## src/rtl/uart_pkg.sv

```systemverilog
// Shared types for the UART receive capture path.
// Optional parity support is enabled with the UART_RX_PARITY_EN macro.
package uart_pkg;

  localparam int UART_DATA_BITS = 8;

  typedef enum logic [2:0] {
    IDLE,
    START,
    DATA,
`ifdef UART_RX_PARITY_EN
    PARITY,
`endif
    STOP
  } uart_rx_state_e;

  typedef struct packed {
    logic                      frame_err;
`ifdef UART_RX_PARITY_EN
    logic                      parity_err;
`endif
    logic [UART_DATA_BITS-1:0] data;
  } uart_rx_entry_t;

  localparam int UART_ENTRY_W = $bits(uart_rx_entry_t);

  // Even parity: the data bits and the parity bit together must XOR to zero.
  function automatic logic even_parity_err(input logic [UART_DATA_BITS-1:0] data,
                                           input logic par_bit);
    return (^data) ^ par_bit;
  endfunction

endpackage

```

## src/rtl/uart_sync_fifo.sv

```systemverilog
// Small synchronous FIFO used to buffer received UART bytes.
// A push while full is ignored unless a pop happens in the same cycle; the
// parent decides whether a byte was dropped. The head entry reads as zero
// while the FIFO is empty.
module uart_sync_fifo #(
  parameter int WIDTH = 9,
  parameter int DEPTH = 8
) (
  input  logic                     clk,
  input  logic                     rst,
  input  logic                     push_i,
  input  logic [WIDTH-1:0]         data_i,
  input  logic                     pop_i,
  output logic [WIDTH-1:0]         data_o,
  output logic                     full_o,
  output logic                     empty_o,
  output logic [$clog2(DEPTH):0]   count_o
);

  localparam int PTR_W = $clog2(DEPTH);

  logic [WIDTH-1:0] mem_q [DEPTH];
  logic [PTR_W-1:0] wr_ptr_q;
  logic [PTR_W-1:0] rd_ptr_q;
  logic [PTR_W:0]   count_q;
  logic             wr_en;
  logic             rd_en;

  assign full_o  = (count_q == (PTR_W+1)'(DEPTH));
  assign empty_o = (count_q == '0);
  assign count_o = count_q;
  assign wr_en   = push_i && (!full_o || pop_i);
  assign rd_en   = pop_i && !empty_o;
  assign data_o  = empty_o ? '0 : mem_q[rd_ptr_q];

  // Pointer and occupancy bookkeeping; pointers wrap naturally at DEPTH.
  always_ff @(posedge clk) begin
    if (rst) begin
      wr_ptr_q <= '0;
      rd_ptr_q <= '0;
      count_q  <= '0;
    end else begin
      if (wr_en) wr_ptr_q <= wr_ptr_q + PTR_W'(1);
      if (rd_en) rd_ptr_q <= rd_ptr_q + PTR_W'(1);
      case ({wr_en, rd_en})
        2'b10:   count_q <= count_q + (PTR_W+1)'(1);
        2'b01:   count_q <= count_q - (PTR_W+1)'(1);
        default: count_q <= count_q;
      endcase
    end
  end

  // Storage array; contents need no reset because the head is masked when empty.
  always_ff @(posedge clk) begin
    if (wr_en) mem_q[wr_ptr_q] <= data_i;
  end

endmodule

```

## src/rtl/uart_rx_capture.sv

```systemverilog
// 8N1 UART receiver with a byte FIFO and a valid/ready output stream.
// Define UART_RX_PARITY_EN to receive an even parity bit between the data
// and stop bits and report it on out_parity_err.
module uart_rx_capture
  import uart_pkg::*;
#(
  parameter int CLKS_PER_BIT = 868,
  parameter int FIFO_DEPTH   = 8,
  parameter int CNT_W        = $clog2(CLKS_PER_BIT)
) (
  input  logic                          clk,
  input  logic                          rst,
  input  logic                          rxd,
  output logic                          out_valid,
  input  logic                          out_ready,
  output logic [7:0]                    out_data,
  output logic                          out_frame_err,
`ifdef UART_RX_PARITY_EN
  output logic                          out_parity_err,
`endif
  output logic [$clog2(FIFO_DEPTH):0]   fifo_count,
  output logic                          overflow,
  input  logic                          overflow_clr,
  output logic                          busy
);

  localparam logic [CNT_W-1:0] BIT_LAST  = CNT_W'(CLKS_PER_BIT - 1);
  localparam logic [CNT_W-1:0] HALF_LAST = CNT_W'(CLKS_PER_BIT / 2 - 1);
  localparam logic [2:0]       IDX_LAST  = 3'(UART_DATA_BITS - 1);

  logic                       rxd_meta_q;
  logic                       rxd_s_q;

  uart_rx_state_e             state_q, state_d;
  logic [CNT_W-1:0]           cnt_q, cnt_d;
  logic [2:0]                 bit_idx_q, bit_idx_d;
  logic [UART_DATA_BITS-1:0]  shreg_q, shreg_d;
  logic                       armed_q, armed_d;
`ifdef UART_RX_PARITY_EN
  logic                       parity_err_q, parity_err_d;
`endif
  logic                       overflow_q, overflow_d;

  logic                       push_req;
  uart_rx_entry_t             push_entry;
  uart_rx_entry_t             head_entry;
  logic                       fifo_push;
  logic                       fifo_pop;
  logic                       fifo_full;
  logic                       fifo_empty;

  // Two-flop synchroniser; idles high so reset does not look like a start bit.
  always_ff @(posedge clk) begin
    if (rst) begin
      rxd_meta_q <= 1'b1;
      rxd_s_q    <= 1'b1;
    end else begin
      rxd_meta_q <= rxd;
      rxd_s_q    <= rxd_meta_q;
    end
  end

  // FSM state and bit-timing datapath registers.
  always_ff @(posedge clk) begin
    if (rst) begin
      state_q      <= IDLE;
      cnt_q        <= '0;
      bit_idx_q    <= '0;
      shreg_q      <= '0;
      armed_q      <= 1'b0;
`ifdef UART_RX_PARITY_EN
      parity_err_q <= 1'b0;
`endif
    end else begin
      state_q      <= state_d;
      cnt_q        <= cnt_d;
      bit_idx_q    <= bit_idx_d;
      shreg_q      <= shreg_d;
      armed_q      <= armed_d;
`ifdef UART_RX_PARITY_EN
      parity_err_q <= parity_err_d;
`endif
    end
  end

  // Next-state logic; armed_q blocks a held-low line (break) from re-triggering
  // until the line has been seen high again.
  always_comb begin
    state_d      = state_q;
    cnt_d        = cnt_q;
    bit_idx_d    = bit_idx_q;
    shreg_d      = shreg_q;
    armed_d      = armed_q || rxd_s_q;
`ifdef UART_RX_PARITY_EN
    parity_err_d = parity_err_q;
`endif
    case (state_q)
      IDLE: begin
        cnt_d = '0;
        if (armed_q && !rxd_s_q) begin
          state_d = START;
        end
      end
      START: begin
        if (cnt_q == HALF_LAST) begin
          cnt_d = '0;
          if (!rxd_s_q) begin
            state_d   = DATA;
            bit_idx_d = '0;
          end else begin
            state_d = IDLE;
          end
        end else begin
          cnt_d = cnt_q + CNT_W'(1);
        end
      end
      DATA: begin
        if (cnt_q == BIT_LAST) begin
          cnt_d              = '0;
          shreg_d[bit_idx_q] = rxd_s_q;
          if (bit_idx_q == IDX_LAST) begin
`ifdef UART_RX_PARITY_EN
            state_d = PARITY;
`else
            state_d = STOP;
`endif
          end else begin
            bit_idx_d = bit_idx_q + 3'd1;
          end
        end else begin
          cnt_d = cnt_q + CNT_W'(1);
        end
      end
`ifdef UART_RX_PARITY_EN
      PARITY: begin
        if (cnt_q == BIT_LAST) begin
          cnt_d        = '0;
          parity_err_d = even_parity_err(shreg_q, rxd_s_q);
          state_d      = STOP;
        end else begin
          cnt_d = cnt_q + CNT_W'(1);
        end
      end
`endif
      STOP: begin
        if (cnt_q == BIT_LAST) begin
          cnt_d   = '0;
          state_d = IDLE;
          armed_d = rxd_s_q;
        end else begin
          cnt_d = cnt_q + CNT_W'(1);
        end
      end
      default: begin
        state_d = IDLE;
        cnt_d   = '0;
      end
    endcase
  end

  // FSM outputs: the completed entry is pushed in the stop-bit sample cycle.
  always_comb begin
    push_req             = (state_q == STOP) && (cnt_q == BIT_LAST);
    push_entry           = '0;
    push_entry.frame_err = !rxd_s_q;
    push_entry.data      = shreg_q;
`ifdef UART_RX_PARITY_EN
    push_entry.parity_err = parity_err_q;
`endif
    busy                 = (state_q != IDLE);
  end

  assign fifo_pop  = out_valid && out_ready;
  assign fifo_push = push_req && (!fifo_full || fifo_pop);

  // Sticky overflow flag; a new drop wins over a simultaneous clear.
  always_comb begin
    overflow_d = overflow_q;
    if (overflow_clr) overflow_d = 1'b0;
    if (push_req && fifo_full && !fifo_pop) overflow_d = 1'b1;
  end

  // Overflow register.
  always_ff @(posedge clk) begin
    if (rst) overflow_q <= 1'b0;
    else     overflow_q <= overflow_d;
  end

  uart_sync_fifo #(
    .WIDTH (UART_ENTRY_W),
    .DEPTH (FIFO_DEPTH)
  ) u_fifo (
    .clk     (clk),
    .rst     (rst),
    .push_i  (fifo_push),
    .data_i  (push_entry),
    .pop_i   (fifo_pop),
    .data_o  (head_entry),
    .full_o  (fifo_full),
    .empty_o (fifo_empty),
    .count_o (fifo_count)
  );

  assign out_valid     = !fifo_empty;
  assign out_data      = head_entry.data;
  assign out_frame_err = head_entry.frame_err;
`ifdef UART_RX_PARITY_EN
  assign out_parity_err = head_entry.parity_err;
`endif
  assign overflow      = overflow_q;

endmodule

```

## config.mk

```make
export PLATFORM = sky130hd
export DESIGN_NAME = uart_rx_capture
export DESIGN_NICKNAME = d
export VERILOG_FILES = /design/src/rtl/uart_pkg.sv /design/src/rtl/uart_sync_fifo.sv /design/src/rtl/uart_rx_capture.sv
export SDC_FILE = /design/constraint.sdc
export NUM_CORES = 1
export LEC_CHECK = 0
export CAP_MARGIN = 10
export CORE_MARGIN = 2
export CORE_UTILIZATION = 50
export DETAILED_ROUTE_END_ITERATION = 8
export PLACE_DENSITY = 0.68
export SLEW_MARGIN = 0
export SYNTH_ARGS = -nofsm -noshare
export SYNTH_HDL_FRONTEND = slang
export SYNTH_SLANG_ARGS = --single-unit
```

## constraint.sdc

```tcl
create_clock -name clk -period 2.9 [get_ports clk]
set_input_delay 0.87 -clock clk [delete_from_list [all_inputs] [get_ports clk]]
set_output_delay 0.87 -clock clk [all_outputs]
set_load 0.02 [all_outputs]
```

## After elaboration in Yosys (flattened, before gate mapping)

Memories as Yosys holds them, arrays and structs flattened. A register that Yosys moved wholly into a read port is not among the register bits.
Cells that the tools add are included.

| word-level totals | value |
|---|---|
| bits in registers | 38 |
| latch bits | 0 |
| bits in writable memories | 72 |
| bits in read-only memories | 0 |
| input port bits | 5 |
| output and inout port bits | 16 |
| word-level logic and storage cells | 89 |
| memories kept | 1 |

| operators by class | value |
|---|---|
| add/subtract/negate cells | 6 |
| multipliers | 0 |
| div/mod/pow operators | 0 |
| order comparisons | 2 |
| eq/ne operators | 16 |
| shifts and indexed selects | 0 |
| multiplexer cells | 28 |
| bitwise gates (word level) | 0 |
| reduce and logical (&&, ||, !) cells | 25 |

Memory list:

| memory | depth | width | read ports | clocked after Yosys merged registers in | wr ports | RTL line | RTL |
|---|---|---|---|---|---|---|---|
| u_fifo.mem_q | 8 | 9 | 1 | 1 | 1 | uart_sync_fifo.sv:22 | `logic [WIDTH-1:0] mem_q [DEPTH];` |

Operator list:

| cell | count |
|---|---|
| 3-bit 2-to-1 mux | 11 |
| 10-bit 2-to-1 mux | 2 |
| 10-bit one-hot mux with 2 select lines | 1 |
| 2-bit inequality test, second input constant | 7 |
| 3-bit one-hot mux with 4 select lines | 1 |
| 10-bit by 1-bit adder with 10-bit output, second input constant | 1 |
| 10-bit equality test, second input constant | 1 |
| 10-bit by 9-bit equality test with 1-bit output, second input constant | 1 |
| 5-bit AND reduction | 2 |
| 3-bit by 1-bit adder with 3-bit output, second input constant | 3 |
| 1-bit logical AND | 9 |
| 9-bit 2-to-1 mux | 1 |
| 8-bit bitwise mux | 1 |
| 4-bit one-hot mux with 2 select lines | 1 |
| 1-bit 2-to-1 mux | 7 |
| 3-bit by 2-bit equality test with 1-bit output, second input constant | 2 |
| 3-bit one-hot mux with 2 select lines | 1 |
| 2-bit nonzero test | 3 |
| 4-bit by 1-bit adder with 4-bit output, second input constant | 1 |
| 4-bit equality test, second input constant | 1 |
| 1-bit zero test | 4 |
| 4-bit zero test | 1 |
| 3-bit by 4-bit less-than comparator with 1-bit output, second input constant | 1 |
| 4-bit by 1-bit subtractor with 4-bit output, second input constant | 1 |
| other kinds (12) | 13 |

## Depth between registers and ports, before layout

| depth | value |
|---|---|
| word-level depth | 8 |
| mapped depth | 12 |
| depth with buffers taken out | 11 |

## Cells and area by module

From an unflattened synthesis, not the netlist that was laid out.

| unflattened totals | value |
|---|---|
| cell total of the unflattened synthesis | 334 |
| area total of the unflattened synthesis | 4752.1 µm² |

By module, submodules not included:

| module | times used | cells an instance | area each (µm²) | sequential area each (µm²) |
|---|---|---|---|---|
| uart_sync_fifo | 1 | 186 | 3392.0 | 2422.3 |
| uart_rx_capture | 1 | 148 | 1360.1 | 540.5 |

## Worst setup path before layout

OpenSTA, ideal clock, no wires.

| path | value |
|---|---|
| path kind | flip-flop to flip-flop |
| from | register u_fifo.count_q[1] (netlist: u_fifo.count_o[1]) |
| to | register u_fifo.count_q[2] (netlist: u_fifo.count_o[2]) |
| setup time | 70 ps |
| arrival time | 2610 ps |
| data required time | 2830 ps |
| slack | 220 ps |
| stages on the path, launching flop included | 13 |
| path buffers | 2 |
| clock period less this slack | 2680 ps |
| cells stage by stage | dfxtp_1 > buf_2 > nor4_4 > inv_2 > and2_1 > buf_2 > ha_1 > xor2_1 > ha_1 > a21oi_1 > xor2_1 > or3_1 > a21oi_1 |

| on the way | value |
|---|---|
| elaborated cells on any way between the ends | 15 |
| classes of those cells | add/sub: 2; eq/ne: 3; mux: 1; reduce/logical: 9 |

RTL lines:

| item | RTL line | RTL |
|---|---|---|
| start, declared | uart_sync_fifo.sv:25 | `logic [PTR_W:0] count_q;` |
| start signal, assigned | uart_sync_fifo.sv:46 | `2'b10: count_q <= count_q + (PTR_W+1)'(1);` |
| start signal, assigned | uart_sync_fifo.sv:47 | `2'b01: count_q <= count_q - (PTR_W+1)'(1);` |
| start signal, assigned | uart_sync_fifo.sv:48 | `default: count_q <= count_q;` |
| 4-bit zero test (*) | uart_sync_fifo.sv:30 | `assign empty_o = (count_q == '0);` |
| 1-bit zero test (*) | uart_rx_capture.sv:204 | `assign out_valid = !fifo_empty;` |
| net out_valid | uart_rx_capture.sv:14 | `output logic out_valid,` |
| 1-bit logical AND | uart_rx_capture.sv:173 | `assign fifo_pop = out_valid && out_ready;` |
| 1-bit logical AND (*) | uart_sync_fifo.sv:33 | `assign rd_en = pop_i && !empty_o;` |
| net u_fifo.rd_en | uart_sync_fifo.sv:27 | `logic rd_en;` |
| 2-bit by 1-bit equality test with 1-bit output or 2-bit equality test (tied branches) | uart_sync_fifo.sv:45 | `case ({wr_en, rd_en})` |
| 4-bit one-hot mux with 2 select lines or 2-bit nonzero test (tied branches) | -- |  |

Mark *: on every way through the listed nets, which the timed path passes. The rest lies on a longest branch.
A chain may end at the register's enable or synchronous reset.

==> results.cfg <==
[run_status]
status = finished, final reports clean

[global_route]
busiest_layer = met2
met1_usage_pct = 23.6
antenna_found_initial = 0
grt_use_met3_pct = 3.73
grt_max_degree = 21
grt_pass1_wl_um = 13700
grt_remaining_overflow = 0
grt.total_usage_pct = 18.0
use_met2_pct = 30.0
grt_pass1_vias = 2714

[logic_synthesis]
yosysWarningCount = 0
synthTopCellsByArea = edfxtp_1 (45%), dfxtp_1 (17%), mux4_2 (8.5%)
synth.top_cell.area_share_pct = 45.4
avgSynthCellArea_um2 = 13.7
synth_area_um2 = 4760
yosysSeqAreaShare_pct = 62.2
yosysUniqueCellTypes = 51
synth_cells = 347
synth_fp_nets = 361
yosys.area.top_type = edfxtp_1
ys_seq_elements = 112
synthFlopType = edfxtp_1
synth_edf_count = 72
async_flop_share_pct = 0

[setup_path]
ff2ff_path_depth = 11
reg2reg_to = u_fifo.count_o[2]
crit_required_ns = 2.03
start_kind = register
arrival_ns = 1.96
criticalPathCategory = register to output port
reg2reg_slack_ns = 0.34
cp_max_fo = 7
end_kind = output port
r2r_start = cnt_q[1]
crit_path_end = out_frame_err

[clocking]
cts.sinks = 112
clk_pin_slew_ns = 0.11
root_buffer = clkbuf_8
cts_buffer_depth = 2
htree_levels = 3
clock_latency_ns = 0.38
ctsHoldBuffers = 0
cts_tree = done
cts_made_buffers = 9

[worst_hold_path]
hold_path.class = register to register

[layout]
layout.cells.non_filler = 520
drive_above_1_share_pct = 19.7
fillers = 733
layout.nets = 400
diodes = 0
syn2layout_area_growth_pct = 15.4
design_area_um2 = 5500

[place]
port_buffers = 20
dpl.hpwl_um = 5430
dp_cells = 501
globalplace.congestion = 0.825
place_area_um2 = 5250

[detailed_routing]
ant_nets = 0
vias = 2820
route.detailed.drc = 0
vias_per_cell = 5.42
routedWlPerCell_um = 16.8
first_pass_iters = 4
first_iter_violations = 133
drt-total-wl_um = 8720

[sta]
holdWs_ns = 0.418
finalCriticalPeriod_ns = 2.83
setup_viol = 0
max_freq_ghz = 0.353
slew_violations = 0
finClkSkew_ns = 0.0112
maxSlewHeadroom_pct = 65.8
worstMarginPinSlew_ns = 0.512
rsz0062_at_grt = no
period_share_pct = 97.7
finalHoldViolCount = 0

[pwr]
power_w = 0.00268
p_leak_nw = 1.86
ir_drop_v = 0.000248
power.density_nw_per_um2 = 487

[die]
rows = 35
ioPinCount = 21
start_util_pct = 51.6
die_height_um = 102
coreArea_um2 = 9240
dieArea_um2 = 10300
die_x_um = 102

[job]
cap_violations = 0
critical path: stages, from the launching register on:
cell	delay, ns
dfxtp_4	0.41
buf_12	0.15
mux4_2	0.50
mux2i_1	0.15
nor2_1	0.05
dlygate4sd2_1	0.31
final cells by class:
cell class	count	area [µm²]	area share, %
clock buffers	9	124	2.25
clock inverters	7	86.3	1.57
inverters	5	18.8	0.341
multi-input cells	213	1710	31.0
flip-flops and latches	112	2970	53.9
well taps	129	161	2.94
repair buffers	45	435	7.92
cells in the final DEF, fill, tap and decap left out, types with 3 or more instances in the layout:
cell type | synthesis | layout
inv_1 | 4 | 4
ha_1 | 9 | 9
o21ai_0 | 4 | 4
and4_1 | 3 | 3
nand4_1 | 8 | 8
edfxtp_1 | 72 | 72
nand3b_1 | 3 | 3
or2_2 | 3 | 3
nand3_1 | 16 | 16
nor2b_1 | 7 | 7
clkdlybuf4s50_1 | 0 | 11
a21oi_1 | 20 | 20
buf_4 | 1 | 20
and2_1 | 3 | 3
nand4b_1 | 5 | 5
dlygate4sd2_1 | 0 | 4
o31ai_1 | 5 | 5
dfxtp_1 | 40 | 39
nor2_1 | 37 | 37
mux2i_1 | 11 | 11
o21ai_1 | 5 | 5
nand2_1 | 12 | 12
mux4_2 | 18 | 18
clkbuf_8 | 0 | 9
nand2b_1 | 4 | 4
buf_12 | 0 | 3
xor2_1 | 11 | 11
Yosys cell counts (all sizes together) (6+ instances only):
library cell	n
edfxtp	72
mux2i	11
nor2b	7
nor2	37
clkbuf	6
o21ai	9
mux4	18
buf	11
nand2	12
nand4	10
nand3	16
a21oi	20
dfxtp	40
xor2	11
ha	9
metal layers:
layer	up-vias	routed length [µm]
met1	1377	4040
li1	1394	-
met2	39	4350
met5	-	0
met3	10	219
met4	0	116
where the power goes:
| group | internal, W | switching (W) |
|---|---|---|
| registers | 0.00168 | 0.00000341 |
| logic | 0.0000116 | 0.0000139 |
| clock network | 0.000419 | 0.000554 |
what timing repair did:
| item | 4_1_cts | 5_1_grt |
|---|---|---|
| setup buffers | 2 | 0 |
| cloned | 1 | 0 |
| endpoints found under the setup margin | 9 | 3 |
| gates resized for setup | 23 | 3 |
| hold endpoints to repair | 0 | 0 |
| pin swaps | 0 | 0 |
cell families after synthesis:
logic type | count (synthesis) | share of synthesized area, %
AOI/OAI and AO/OA | 43 | 5.49
xor gates and xnor gates | 13 | 2.55
DFF | 112 | 62.2
adders and majority gates | 9 | 2.36
muxes | 30 | 11.1
buffers and inverters | 22 | 2.00
and+or+nand+nor | 118 | 14.4
stage by stage:
| step | worst slack [ns] | TNS [ns] | util [%] |
|---|---|---|---|
| floorplan | 0.220 | 0 | - |
| global placement | 0.0626 | 0 | 56.8 |
| detailed placement | -0.0368 | -0.0368 | 56.8 |
| CTS | 0.0365 | 0 | 59.4 |
| global route | 0.00595 | 0 | 59.5 |
| finish | 0.0674 | 0 | 59.5 |
worst min path at each step:
stage | start | endpoint | depth (start not counted)
3_5_place_dp | rxd_meta_q | rxd_s_q | 1
3_3_place_gp | rxd_meta_q | rxd_s_q | 1
2_1_floorplan | rxd_meta_q | rxd_s_q | 1
6_report | rxd_meta_q | rxd_s_q | 1
5_1_grt | rxd_meta_q | rxd_s_q | 1
4_1_cts | rxd_meta_q | rxd_s_q | 1
flip-flops by register name, summed over array words and instances, names as in the netlist, named ones only:
name	flops
u_fifo.mem_q	72
rxd_meta_q	1
state_q	2
armed_q	1
u_fifo.rd_ptr_q	3
shreg_q	8
cnt_q	10
overflow	1
rxd_s_q	1
u_fifo.count_o	4
bit_idx_q	3
u_fifo.wr_ptr_q	3
No activity file was read; power rests on OpenSTA's default activity.
